File: src/rtl/mc_defs.sv
// Shared encodings for the MulCPU multicycle control unit.
package mc_defs;

  typedef enum logic [2:0] {
    S_IF     = 3'b000,
    S_ID     = 3'b001,
    S_EXE_LS = 3'b010,
    S_MEM    = 3'b011,
    S_WB_LD  = 3'b100,
    S_EXE_BR = 3'b101,
    S_EXE_AL = 3'b110,
    S_WB_AL  = 3'b111
  } state_t;

  localparam logic [5:0] OP_ADD  = 6'b000000;
  localparam logic [5:0] OP_SUB  = 6'b000001;
  localparam logic [5:0] OP_ADDI = 6'b000010;
  localparam logic [5:0] OP_OR   = 6'b010000;
  localparam logic [5:0] OP_AND  = 6'b010001;
  localparam logic [5:0] OP_ORI  = 6'b010010;
  localparam logic [5:0] OP_SLL  = 6'b011000;
  localparam logic [5:0] OP_SLT  = 6'b100110;
  localparam logic [5:0] OP_SW   = 6'b110000;
  localparam logic [5:0] OP_LW   = 6'b110001;
  localparam logic [5:0] OP_BEQ  = 6'b110100;
  localparam logic [5:0] OP_J    = 6'b111000;
  localparam logic [5:0] OP_JR   = 6'b111001;
  localparam logic [5:0] OP_JAL  = 6'b111010;
  localparam logic [5:0] OP_HALT = 6'b111111;

  localparam logic [2:0] ALU_ADD = 3'b000;
  localparam logic [2:0] ALU_SUB = 3'b001;
  localparam logic [2:0] ALU_OR  = 3'b010;
  localparam logic [2:0] ALU_AND = 3'b011;
  localparam logic [2:0] ALU_SLL = 3'b100;
  localparam logic [2:0] ALU_SLT = 3'b101;

  localparam logic [1:0] PC_NEXT   = 2'b00;
  localparam logic [1:0] PC_BRANCH = 2'b01;
  localparam logic [1:0] PC_REG    = 2'b10;
  localparam logic [1:0] PC_JUMP   = 2'b11;

  localparam logic [1:0] RD_R31 = 2'b00;
  localparam logic [1:0] RD_RT  = 2'b01;
  localparam logic [1:0] RD_RD  = 2'b10;

  // True for opcodes that take the EXE_AL/WB_AL path.
  function automatic logic is_alu_op(input logic [5:0] op);
    case (op)
      OP_ADD, OP_SUB, OP_ADDI, OP_OR, OP_AND, OP_ORI, OP_SLL, OP_SLT: is_alu_op = 1'b1;
      default: is_alu_op = 1'b0;
    endcase
  endfunction

  // ALU operation for an arithmetic/logic opcode.
  function automatic logic [2:0] alu_op_of(input logic [5:0] op);
    case (op)
      OP_SUB:         alu_op_of = ALU_SUB;
      OP_OR, OP_ORI:  alu_op_of = ALU_OR;
      OP_AND:         alu_op_of = ALU_AND;
      OP_SLL:         alu_op_of = ALU_SLL;
      OP_SLT:         alu_op_of = ALU_SLT;
      default:        alu_op_of = ALU_ADD;
    endcase
  endfunction

endpackage

File: src/rtl/mc_output_decode.sv
// Combinational decode of (state, opcode, zero) into datapath controls.
module mc_output_decode
  import mc_defs::*;
#(
  parameter int OPW = 6
) (
  input  state_t         st,
  input  logic [OPW-1:0] opcode,
  input  logic           zero,
  output logic           pcwre,
  output logic [1:0]     pcsrc,
  output logic           irwre,
  output logic           insmemrw,
  output logic           extsel,
  output logic           alusrca,
  output logic           alusrcb,
  output logic [2:0]     aluop,
  output logic           regwre,
  output logic [1:0]     regdst,
  output logic           wrregdata,
  output logic           dbdatasrc,
  output logic           mrd,
  output logic           mwr
);

  logic is_imm;
  assign is_imm = (opcode == OP_ADDI) || (opcode == OP_ORI);

  // Per-state control outputs; every output defaulted before the case.
  always_comb begin
    pcwre     = 1'b0;
    pcsrc     = PC_NEXT;
    irwre     = 1'b0;
    insmemrw  = 1'b0;
    extsel    = 1'b0;
    alusrca   = 1'b0;
    alusrcb   = 1'b0;
    aluop     = ALU_ADD;
    regwre    = 1'b0;
    regdst    = RD_RT;
    wrregdata = 1'b0;
    dbdatasrc = 1'b0;
    mrd       = 1'b0;
    mwr       = 1'b0;
    case (st)
      S_IF: begin
        insmemrw = 1'b1;
        irwre    = 1'b1;
      end
      S_ID: begin
        case (opcode)
          OP_J: begin
            pcwre = 1'b1;
            pcsrc = PC_JUMP;
          end
          OP_JR: begin
            pcwre = 1'b1;
            pcsrc = PC_REG;
          end
          OP_JAL: begin
            pcwre     = 1'b1;
            pcsrc     = PC_JUMP;
            regwre    = 1'b1;
            regdst    = RD_R31;
            wrregdata = 1'b0;
          end
          // halt keeps the PC frozen so the same word is refetched
          OP_HALT, OP_BEQ, OP_LW, OP_SW: ;
          default: pcwre = !is_alu_op(opcode);
        endcase
      end
      S_EXE_AL, S_WB_AL: begin
        aluop   = alu_op_of(opcode);
        alusrcb = is_imm;
        extsel  = (opcode == OP_ADDI);
        alusrca = (opcode == OP_SLL);
        regdst  = is_imm ? RD_RT : RD_RD;
        if (st == S_WB_AL) begin
          regwre    = 1'b1;
          wrregdata = 1'b1;
          pcwre     = 1'b1;
        end
      end
      S_EXE_BR: begin
        aluop  = ALU_SUB;
        extsel = 1'b1;
        pcwre  = 1'b1;
        pcsrc  = zero ? PC_BRANCH : PC_NEXT;
      end
      S_EXE_LS, S_MEM: begin
        alusrcb = 1'b1;
        extsel  = 1'b1;
        if (st == S_MEM) begin
          if (opcode == OP_SW) begin
            mwr   = 1'b1;
            pcwre = 1'b1;
          end else begin
            mrd = 1'b1;
          end
        end
      end
      S_WB_LD: begin
        mrd       = 1'b1;
        regwre    = 1'b1;
        wrregdata = 1'b1;
        dbdatasrc = 1'b1;
        pcwre     = 1'b1;
      end
      default: ;
    endcase
  end

endmodule

File: src/rtl/mc_control_unit.sv
// Multicycle control FSM for MulCPU: state register, retired counter, output decode.
//
// state  | meaning
// IF     | fetch instruction into IR
// ID     | decode; jumps, nop and halt finish here
// EXE_LS | address calculation for lw/sw
// MEM    | data memory access (sw finishes here)
// WB_LD  | write loaded data to register file
// EXE_BR | beq compare and branch
// EXE_AL | arithmetic/logic execute
// WB_AL  | write ALU result to register file
module mc_control_unit
  import mc_defs::*;
#(
  parameter int OPW  = 6,
  parameter int CNTW = 32
) (
  input  logic            CLK,
  input  logic            Reset,
  input  logic [OPW-1:0]  opcode,
  input  logic            zero,
  output logic            PCWre,
  output logic [1:0]      PCsrc,
  output logic            IRWre,
  output logic            InsMemRW,
  output logic            ExtSel,
  output logic            ALUSrcA,
  output logic            ALUSrcB,
  output logic [2:0]      ALUOp,
  output logic            RegWre,
  output logic [1:0]      RegDst,
  output logic            WrRegData,
  output logic            DBDataSrc,
  output logic            mRD,
  output logic            mWR,
  output logic [2:0]      state,
  output logic [CNTW-1:0] retired
);

  state_t state_q, state_d;
  logic   pcwre_dec, regwre_dec, mwr_dec;

  // State register.
  always_ff @(posedge CLK) begin
    if (Reset) state_q <= S_IF;
    else       state_q <= state_d;
  end

  // Next-state selection.
  always_comb begin
    state_d = S_IF;
    case (state_q)
      S_IF:     state_d = S_ID;
      S_ID: begin
        if (opcode == OP_BEQ)                         state_d = S_EXE_BR;
        else if (opcode == OP_LW || opcode == OP_SW)  state_d = S_EXE_LS;
        else if (is_alu_op(opcode))                   state_d = S_EXE_AL;
        else                                          state_d = S_IF;
      end
      S_EXE_AL: state_d = S_WB_AL;
      S_EXE_LS: state_d = S_MEM;
      S_MEM:    state_d = (opcode == OP_LW) ? S_WB_LD : S_IF;
      default:  state_d = S_IF;
    endcase
  end

  // Retired-instruction counter; one count per PC update, halt never counts.
  always_ff @(posedge CLK) begin
    if (Reset)      retired <= '0;
    else if (PCWre) retired <= retired + CNTW'(1);
  end

  mc_output_decode #(.OPW(OPW)) u_decode (
    .st        (state_q),
    .opcode    (opcode),
    .zero      (zero),
    .pcwre     (pcwre_dec),
    .pcsrc     (PCsrc),
    .irwre     (IRWre),
    .insmemrw  (InsMemRW),
    .extsel    (ExtSel),
    .alusrca   (ALUSrcA),
    .alusrcb   (ALUSrcB),
    .aluop     (ALUOp),
    .regwre    (regwre_dec),
    .regdst    (RegDst),
    .wrregdata (WrRegData),
    .dbdatasrc (DBDataSrc),
    .mrd       (mRD),
    .mwr       (mwr_dec)
  );

  // A reset landing mid-instruction must not commit anything on that edge.
  assign PCWre  = pcwre_dec  & ~Reset;
  assign RegWre = regwre_dec & ~Reset;
  assign mWR    = mwr_dec    & ~Reset;
  assign state  = state_q;

endmodule

File: config.mk
export PLATFORM = sky130hd
export DESIGN_NAME = mc_control_unit
export DESIGN_NICKNAME = d
export VERILOG_FILES = /design/src/rtl/mc_defs.sv /design/src/rtl/mc_output_decode.sv /design/src/rtl/mc_control_unit.sv
export SDC_FILE = /design/constraint.sdc
export NUM_CORES = 1
export LEC_CHECK = 0
export ABC_CLOCK_PERIOD_IN_PS = 1800
export CORE_ASPECT_RATIO = 0.75
export CORE_MARGIN = 4
export CORE_UTILIZATION = 40
export CTS_CLUSTER_DIAMETER = 40
export DETAILED_ROUTE_END_ITERATION = 7
export DONT_BUFFER_PORTS = 1
export GPL_TIMING_DRIVEN = 0
export SYNTH_ARGS = -nofsm -noshare
export SYNTH_HDL_FRONTEND = slang
export SYNTH_SLANG_ARGS = --single-unit
File: constraint.sdc
create_clock -name CLK -period 1.8 [get_ports CLK]
set_input_delay 0.27 -clock CLK [delete_from_list [all_inputs] [get_ports CLK]]
set_output_delay 0.27 -clock CLK [all_outputs]
set_load 0.005 [all_outputs]
## Yosys cells after proc, flatten, opt, wreduce, memory -nomap -nowiden

Index checks and enable logic that the tools add are counted.

- Register bits after elaboration: 35
- Input port bits: 9
- Output and inout port bits: 53
- Word-level logic and storage cells: 79

- Add/subtract/negate cells: 1
- Equality and inequality tests: 21
- Mux-type cells: 36
- Bitwise gates (word level): 4
- Reduce and logical (&&, ||, !) cells: 15

Operators with widths:

| operator | count |
|---|---|
| $eq 6x6->1 const B | 8 |
| $add 32x1->32 const B | 1 |
| $pmux 3 s5 | 2 |
| $eq 6x5->1 const B | 4 |
| $mux 1 | 18 |
| $eq 3x3->1 const B | 4 |
| $mux 3 | 4 |
| $pmux 2 s2 | 3 |
| $pmux 1 s2 | 5 |
| $reduce_or 2->1 | 5 |
| $reduce_or 8->1 | 1 |
| $reduce_or 7->1 | 1 |
| $eq 3x2->1 const B | 2 |
| $eq 6x1->1 const B | 1 |
| $eq 6x2->1 const B | 1 |
| $logic_not 6->1 | 1 |
| $pmux 3 s2 | 1 |
| $reduce_or 3->1 | 2 |
| $pmux 1 s4 | 1 |
| $reduce_or 4->1 | 1 |
| $and 1x1->1 | 3 |
| $eq 3x1->1 const B | 1 |
| $logic_not 3->1 | 1 |
| $pmux 1 s3 | 1 |
| 4 further kinds | 5 |

## Longest topological paths before layout

Gate-level depths: netlist of the first run.

- Depth in word-level cells: 10
- Gate-level depth with buffers: 8
- Gate-level depth less buffers: 7

## Hierarchy

Synthesis of the first run repeated with hierarchy kept, for this count alone.

- Cells, all modules: 275
- Area total of the unflattened synthesis: 2224.6 µm²

Modules (own cells, without submodules):

| module | instances | cells an instance | area each (µm²) | seq. area each (µm²) |
|---|---|---|---|---|
| mc_control_unit | 1 | 206 | 1766.7 | 700.7 |
| mc_output_decode | 1 | 69 | 457.9 | 0.0 |

## Worst setup path before layout of the first run

Ideal clock, no wire load.

- Path kind: input-to-reg
- From: in opcode[0]
- To: reg retired[2]
- Library setup time: 0.121 ns
- Arrival time: 1.811 ns
- Data required time: 1.679 ns
- Setup slack: -0.132 ns
- Stages on the path: 7
- Buffers on the path: 1
- Path through: buf_6 -> or4b_4 -> a31oi_4 -> nor2_2 -> a21oi_4 -> nor2b_2 -> mux2_4

- Word-level cells in the longest chain between the ends: 9
- Elaborated cells on any way between the ends: 27
- Classes of those cells: 14 x eq/ne; 7 x mux; 1 x bitwise; 5 x reduce/logical

RTL lines:

| element | line | RTL |
|---|---|---|
| start: declaration | mc_control_unit.sv:20 | `input logic [OPW-1:0] opcode,` |
| $eq 6x1->1 (tied with other cells) | mc_defs.sv:49 | `case (op)` |
| $reduce_or 8->1 | mc_defs.sv:49 |  |
| $mux 1 | mc_defs.sv:49 |  |
| $mux 1 | mc_output_decode.sv:51 | `case (opcode)` |
| $mux 1 | mc_output_decode.sv:45 | `case (st)` |
| $logic_not 1->1 | mc_output_decode.sv:69 | `default: pcwre = !is_alu_op(opcode);` |
| $pmux 1 s2 | mc_output_decode.sv:51 |  |
| $pmux 1 s4 * | mc_output_decode.sv:45 |  |
| $and 1x1->1 * | mc_control_unit.sv:94 | `assign PCWre = pcwre_dec & ~Reset;` |
| end signal: assignment | mc_control_unit.sv:70 | `else if (PCWre) retired <= retired + CNTW'(1);` |
| end: declaration | mc_control_unit.sv:37 | `output logic [CNTW-1:0] retired` |

Every way passes the cells marked *; elsewhere a longest branch is shown, timed or not. The select of a mux whose other input is x is not followed.
A chain may end at the register's enable or synchronous reset.

## Worst setup path in the final report of the first run

- From: reg state_q[0], in the netlist state[0]
- To: reg retired[7]

- Word-level cells in the longest chain between the ends: 4
- Elaborated cells on any way between the ends: 14
- Classes of those cells: 7 x eq/ne; 3 x mux; 1 x bitwise; 3 x reduce/logical

RTL lines:

| element | line | RTL |
|---|---|---|
| start: declaration | mc_control_unit.sv:40 | `state_t state_q, state_d;` |
| start signal: assignment | mc_control_unit.sv:46 | `else state_q <= state_d;` |
| $eq 3x2->1 (tied with other cells) | mc_output_decode.sv:45, mc_output_decode.sv:93 |  |
| $mux 1 (tied with other cells) | mc_output_decode.sv:93 | `if (st == S_MEM) begin` |
| $pmux 1 s4 * | mc_output_decode.sv:45 |  |
| $and 1x1->1 * | mc_control_unit.sv:94 |  |

Every way passes the cells marked *; elsewhere a longest branch is shown, timed or not.

==> impl_results.md, run 1 <==
* Htree depth at 2
* Yosys warnings at 0
* Worst hold-check path type: in -> reg
* # nets final at 298
* Final hold vios at 0
* Clk root buf: clkbuf_8
* 1st-pass router iterations at 4
* Num ports at 62
* Num CTS Buffers at 5
* Failing checks: negative setup slack
* PwrDens at 539 nW/µm²
* Die Ht at 73.5 µm
* Pint at 0.00121 W
* Routed met1 length at 3100 µm
* Routed WL at 6510 µm
* Pleak at 1.14 nW
* Sequential power share at 48.5%
* Filler cells at 477
* RSZ-0062 raised after global routing: true
* Setup TNS at -0.216 ns
* Initial antenna violation count at 0
* Sw power at 0.000425 W
* Critical Path Sink Type: flip-flop
* Primary FF master, synth: dfxtp_1
* Clock network power share at 39.0%
* Die area at 7000 µm²
* Later-pin clock latency in the skew report at 0.29 ns
* Starting density of the core at 42.0%
* Yosys cell types at 60
* Std cell rows at 23
* Setup CP Type: reg -> reg
* Req. time, crit path at 1.94 ns
* Maxcap violations at 0
* Worst slew margin at 58.4%
* Max Fclk at 0.537 GHz
* Period minus WS final at 1.86 ns
* VDD IR max at 297 µV
* Clock Tree Buf Depth at 2
* DR WL met3 at 557 µm
* Cell Area, Synth at 2290 µm²
* Cells after synthesis at 261
* Combinational Power Share at 12.5%
* Vias in the first global route at 1947
* CTS tree: yes
* Core Region at 5440 µm²
* Register area share after synthesis at 30.7%
* GRT Total Usage at 18.3%
* First-pass GRT wire length at 9920 µm
* Status: finished, violations left
* Layout area overhead at 33.0%
* Iter 0 DRT Violations at 107
* Top Layer Used: met4
* Die Wd at 95.3 µm
* Share of cells above drive strength 1 at 46.0%
* Clk_skew at 0.00728 ns
* Tightest Pin Transition at 0.624 ns
* Sw Share at 26.0%
* Clock net sink count at 35
* Final Slew Violations at 0
* EDFF count, synth at 0
* Detail Route Antenna Nets at 0
* Crit start category: flip-flop
* # diodes at 0
* Syn_nets at 271
* Hold path depth at 2
* Met2 wire length at 2820 µm
* Largest net degree at the start of global routing at 11
* Critical path fanouts, max at 6
* Final Power at 0.00164 W
* R2R cell count at 9
* DR DRC count at 0
* Syn_area_per_cell at 8.76 µm²
* # hold bufs at CTS at 0
* Gpl congestion at 0.782
* Detailed placement HPWL at 4280 µm
* Fraction of registers with async set/reset at 0%
* Via density at 5.62
* Post-route setup slack at -0.0631 ns
* Critical Path AT at 2.01 ns
* Wire per inst at 17.9 µm
* Flops & latches, synth at 35
* Clock-pin slew on the worst setup and hold paths at 0.07 ns
* Tcrit/Tclk final at 104%
* Final number of setup-violating endpoints at 10
* IO buf count at 0
* Via count at 2044
* Total gr overflow at 0
[sequential cells by signal (all words and copies together) (netlist names)]
name and cells:
retired 32, state 3
[per-stage QoR]
stage | cell area (µm²) | instances | setup WS, ns | util (%) | hold WS [ns]
after floorplan | 2310 | 261 | -0.0720 | - | 0.474
after global placement | 2400 | 336 | -0.361 | 44.2 | 0.493
after detailed placement | 2400 | 336 | -0.404 | 44.2 | 0.510
after CTS | 2820 | 358 | -0.0694 | 51.9 | 0.214
after global routing | 3040 | 364 | -0.148 | 55.9 | 0.230
final | 3040 | 364 | -0.0631 | 55.9 | 0.216
[metal layers]
layer / vias to the layer above / track usage (%)
met4: 0 / 4.16
li1: 993 / -
met2: 60 / 25.8
met3: 5 / 6.24
met1: 986 / 26.7
met5: - / 0
[path summary, 6_finish.rpt]
path | startpoint | endpoint | slack, ns
setup / recovery | state[0] | retired[7] | -0.06
hold / removal | Reset | retired[2] | 0.22
setup reg to reg | state[0] | retired[7] | -0.06
hold reg to reg | retired[31] | retired[31] | 0.53
[cell usage after synthesis, types with 5 or more instances]
cell type,instances,area (µm²)
nor2_1,45,169
dfxtp_1,35,701
xor2_1,27,236
o21ai_2,12,105
and3_1,8,50.1
o211ai_2,8,100
a21oi_1,7,35.0
clkbuf_1,7,26.3
nand2_1,7,26.3
nand3_1,7,35.0
nor2b_1,7,43.8
and2_1,6,37.5
inv_1,5,18.8
nor3_1,5,25.0
[layout by cell type, fill, tap and decap left out, types with 4 or more instances in the layout]
cell type  instances
dfxtp_2           15
dfxtp_4           11
clkbuf_8           7
o211ai_2           8
nand3_1            4
clkbuf_1           5
xor2_1            27
a21oi_1            6
o21ai_2            9
dfxtp_1            9
and2_4             4
o21ai_4            4
nand2_1            5
o211ai_1           4
buf_8              4
nor2b_1            5
nor3_1             4
and3_1             6
inv_1              5
nor2_1            42
buf_4             16
buf_6              6
[cells by family (layout without fill, tap and decap cells)]
logic type	count (synthesis)	in the layout	synth area share, %
AOI/OAI and AO/OA	57	57	21.6
adders and majority gates	1	1	0.547
muxes	2	2	1.09
buffers and inverters	23	51	5.64
and+or+nand+nor	114	114	29.4
DFF	35	35	30.7
xor gates and xnor gates	29	29	11.1
[repair_timing]
action / CTS / global route
buffers inserted: 14 / 5
gates resized for setup: 63 / 41
pin swaps: 15 / 24
cloned: 0 / 1
setup endpoints to repair: 37 / 36
[power by group through the flow]
stage	logic (W)	clock network, W	registers, W
6_report	0.000205	0.000639	0.000793
5_1_grt	0.000223	0.000685	0.000795
4_1_cts	0.000188	0.000645	0.000796
3_5_place_dp	0.000157	0	0.000815
3_3_place_gp	0.000154	0	0.000814
2_1_floorplan	0.000127	0	0.000811
[final cells by class]
class                           instances  area, µm²  area share (%)
Buffer                                 18        158            5.19
Clock buffer                            8        100            3.29
Tap cell                               75       93.8            3.09
Multi-Input combinational cell        203       1710            56.4
Timing Repair Buffer                   20        195            6.42
Sequential cell                        35        761            25.0
Inverter                                5       18.8           0.618
[worst max-delay path: stages (launching register included)]
cell,delay (ns)
dfxtp_4,0.36
buf_8,0.12
and2_4,0.13
a311oi_4,0.21
buf_6,0.18
a21oi_4,0.11
buf_8,0.16
o21ai_4,0.15
xor2_1,0.20
nor2_1,0.08
(Power assumes the default switching activity.)
==> inputs of run 2 (changes only) <==
DONT_BUFFER_PORTS = default   (was 1)
PLACE_DENSITY = 0.71   (was default)
==> run 2 against run 1 <==
Compared with the run above: the flow still finishes with violations (negative setup slack); final cell count is 23% higher; critical endpoint is now PCWre; fmax is 8.1% lower; first-iteration DRC count is 76% higher; final area is 29% higher; non-clock buffer count is 82 higher; hold slack better by 0.21 ns; register-to-register slack worse by 0.11 ns; worst setup slack worse by 0.16 ns; highest routed layer unchanged.
==> impl_results.md, run 2 (synthesis gave the netlist of run 1 again) <==
* Initial antenna violation count at 0 (unchanged)
* 1st-pass router iterations at 5 (was 4)
* Final number of setup-violating endpoints at 33 (was 10)
* # nets final at 380 (was 298)
* Tcrit/Tclk final at 113% (was 104%)
* Clk_skew at 0.0112 ns (was 0.00728 ns)
* Post-route setup slack at -0.228 ns (was -0.0631 ns)
* Clock-pin slew on the worst setup and hold paths at 0.07 ns (about the same)
* GRT Total Usage at 21.8% (was 18.3%)
* PwrDens at 483 nW/µm² (was 539 nW/µm²)
* Detailed placement HPWL at 4450 µm (was 4280 µm)
* Final hold vios at 0 (unchanged)
* Period minus WS final at 2.03 ns (was 1.86 ns)
* Die Wd at 95.3 µm (unchanged)
* Routed WL at 8290 µm (was 6510 µm)
* Max FFs per register at 32 (unchanged)
* R2r setup slk at -0.17 ns (was -0.06 ns)
* Critical path fanouts, max at 7 (was 6)
* Total gr overflow at 0 (unchanged)
* VDD IR max at 407 µV (was 297 µV)
* Clock net sink count at 35 (unchanged)
* Largest net degree at the start of global routing at 12 (was 11)
* Core Region at 5440 µm² (unchanged)
* Later-pin clock latency in the skew report at 0.30 ns (was 0.29 ns)
* Largest Register: retired (unchanged)
* Vias in the first global route at 2383 (was 1947)
* Filler cells at 362 (was 477)
* Worst Setup SP: opcode[2] (was state[0])
* Crit start category: primary input (was flip-flop)
* Share of cells above drive strength 1 at 45.3% (was 46.0%)
* Critical Path Sink Type: output pin (was flip-flop)
* Clock Tree Buf Depth at 2 (unchanged)
* Via density at 5.63 (was 5.62)
* Setup TNS at -4.47 ns (was -0.216 ns)
* Maxcap violations at 0 (unchanged)
* DR DRC count at 0 (unchanged)
* Iter 0 DRT Violations at 188 (was 107)
* Std cell rows at 23 (unchanged)
* First-pass GRT wire length at 12000 µm (was 9920 µm)
* Final Slew Violations at 0 (unchanged)
* Die area at 7000 µm² (unchanged)
* Layout area overhead at 71.4% (was 33.0%)
* Num CTS Buffers at 5 (unchanged)
* Most common cell after layout, fill and taps aside: nor2_1 (unchanged)
* Status: finished, violations left (unchanged)
* Htree depth at 2 (unchanged)
* Die Ht at 73.5 µm (unchanged)
* RSZ-0062 raised after global routing: true (unchanged)
* Final Power at 0.00189 W (was 0.00164 W)
* Starting density of the core at 42.0% (unchanged)
* HP Start: opcode[0] (was Reset)
* Req. time, crit path at 1.53 ns (was 1.94 ns)
* Tightest Pin Transition at 0.469 ns (was 0.624 ns)
* Failing checks: negative setup slack (unchanged)
* Pleak at 1.58 nW (was 1.14 nW)
* CTS tree: yes (unchanged)
* Critical Path AT at 1.76 ns (was 2.01 ns)
* Wire per inst at 18.6 µm (was 17.9 µm)
* # hold bufs at CTS at 0 (unchanged)
* Max Fclk at 0.493 GHz (was 0.537 GHz)
* Worst hold-check path type: in -> reg (unchanged)
* Worst slew margin at 68.7% (was 58.4%)
* Gpl congestion at 0.831 (was 0.782)
* IO buf count at 60 (was 0)
* Commonest cells after routing, fill and taps aside: nor2_1, clkdlybuf4s50_1, buf_4 (was nor2_1, xor2_1, buf_4)
* Via count at 2510 (was 2044)
* Setup CP Type: in -> out (was reg -> reg)
* # diodes at 0 (unchanged)
* FF-to-FF Start: state[2] (was state[0])
* Clk root buf: clkbuf_8 (unchanged)
* Num ports at 62 (unchanged)
* Detail Route Antenna Nets at 0 (unchanged)
[run 2: cell type report]
cell class	count	area [µm²]	share of cell area (%)
Multi-Input combinational cell	203	1770	45.3
Inverter	5	18.8	0.479
Timing Repair Buffer	102	977	24.9
Buffer	18	209	5.33
Clock buffer	6	82.6	2.11
Sequential cell	35	727	18.6
Tap cell	75	93.8	2.40
Clock inverter	2	35.0	0.894
[run 2: where the power goes]
| part | leakage (nW) | internal (W) | switching (W) |
|---|---|---|---|
| logic | 1.23 | 0.000180 | 0.000164 |
| clock network | 0.0612 | 0.000448 | 0.000303 |
| registers | 0.291 | 0.000782 | 0.0000147 |
| total | 1.58 | 0.00141 | 0.000481 |
[run 2: final timing paths]
| check | depth (start not counted) | to |
|---|---|---|
| setup reg to reg | 8 | retired[26] |
| setup / recovery | 8 | PCWre |
| hold reg to reg | 2 | retired[31] |
| hold / removal | 4 | state[0] |
[run 2: per-stage QoR]
step                worst slack [ns]  instances  area, µm²  hold slack [ns]  util (%)
finish                        -0.228        446       3920            0.428      72.0
global route                  -0.274        446       3920            0.420      72.0
CTS                           -0.139        436       3640            0.405      66.9
global placement               -1.03        396       3000            0.475      55.2
floorplan                    -0.0720        261       2310            0.474         -
detailed placement             -1.04        396       3000            0.484      55.2
[run 2: repair_timing]
item	4_1_cts	5_1_grt
gates cloned	1	3
setup buffers	31	11
resized for setup	135	42
pin swaps	36	56
endpoints found under the setup margin	50	44
[run 2: critical path, cell delays in order]
cell and delay, ns:
clkdlybuf4s15_2 0.20, buf_6 0.13, and4b_2 0.29, a311oi_4 0.41, nand2_2 0.13, a21oi_4 0.14
nor2_1 0.05, buf_2 0.13
[run 2: metal layers]
metal	wire [µm]	share of wire, %	vias to the layer above	global-route usage (%)
met5	0	0	-	0
met4	146	1.8	0	6.72
met3	507	6.1	16	3.48
met2	4000	48	103	34.3
met1	3630	44	1240	30.7
li1	-	-	1151	-
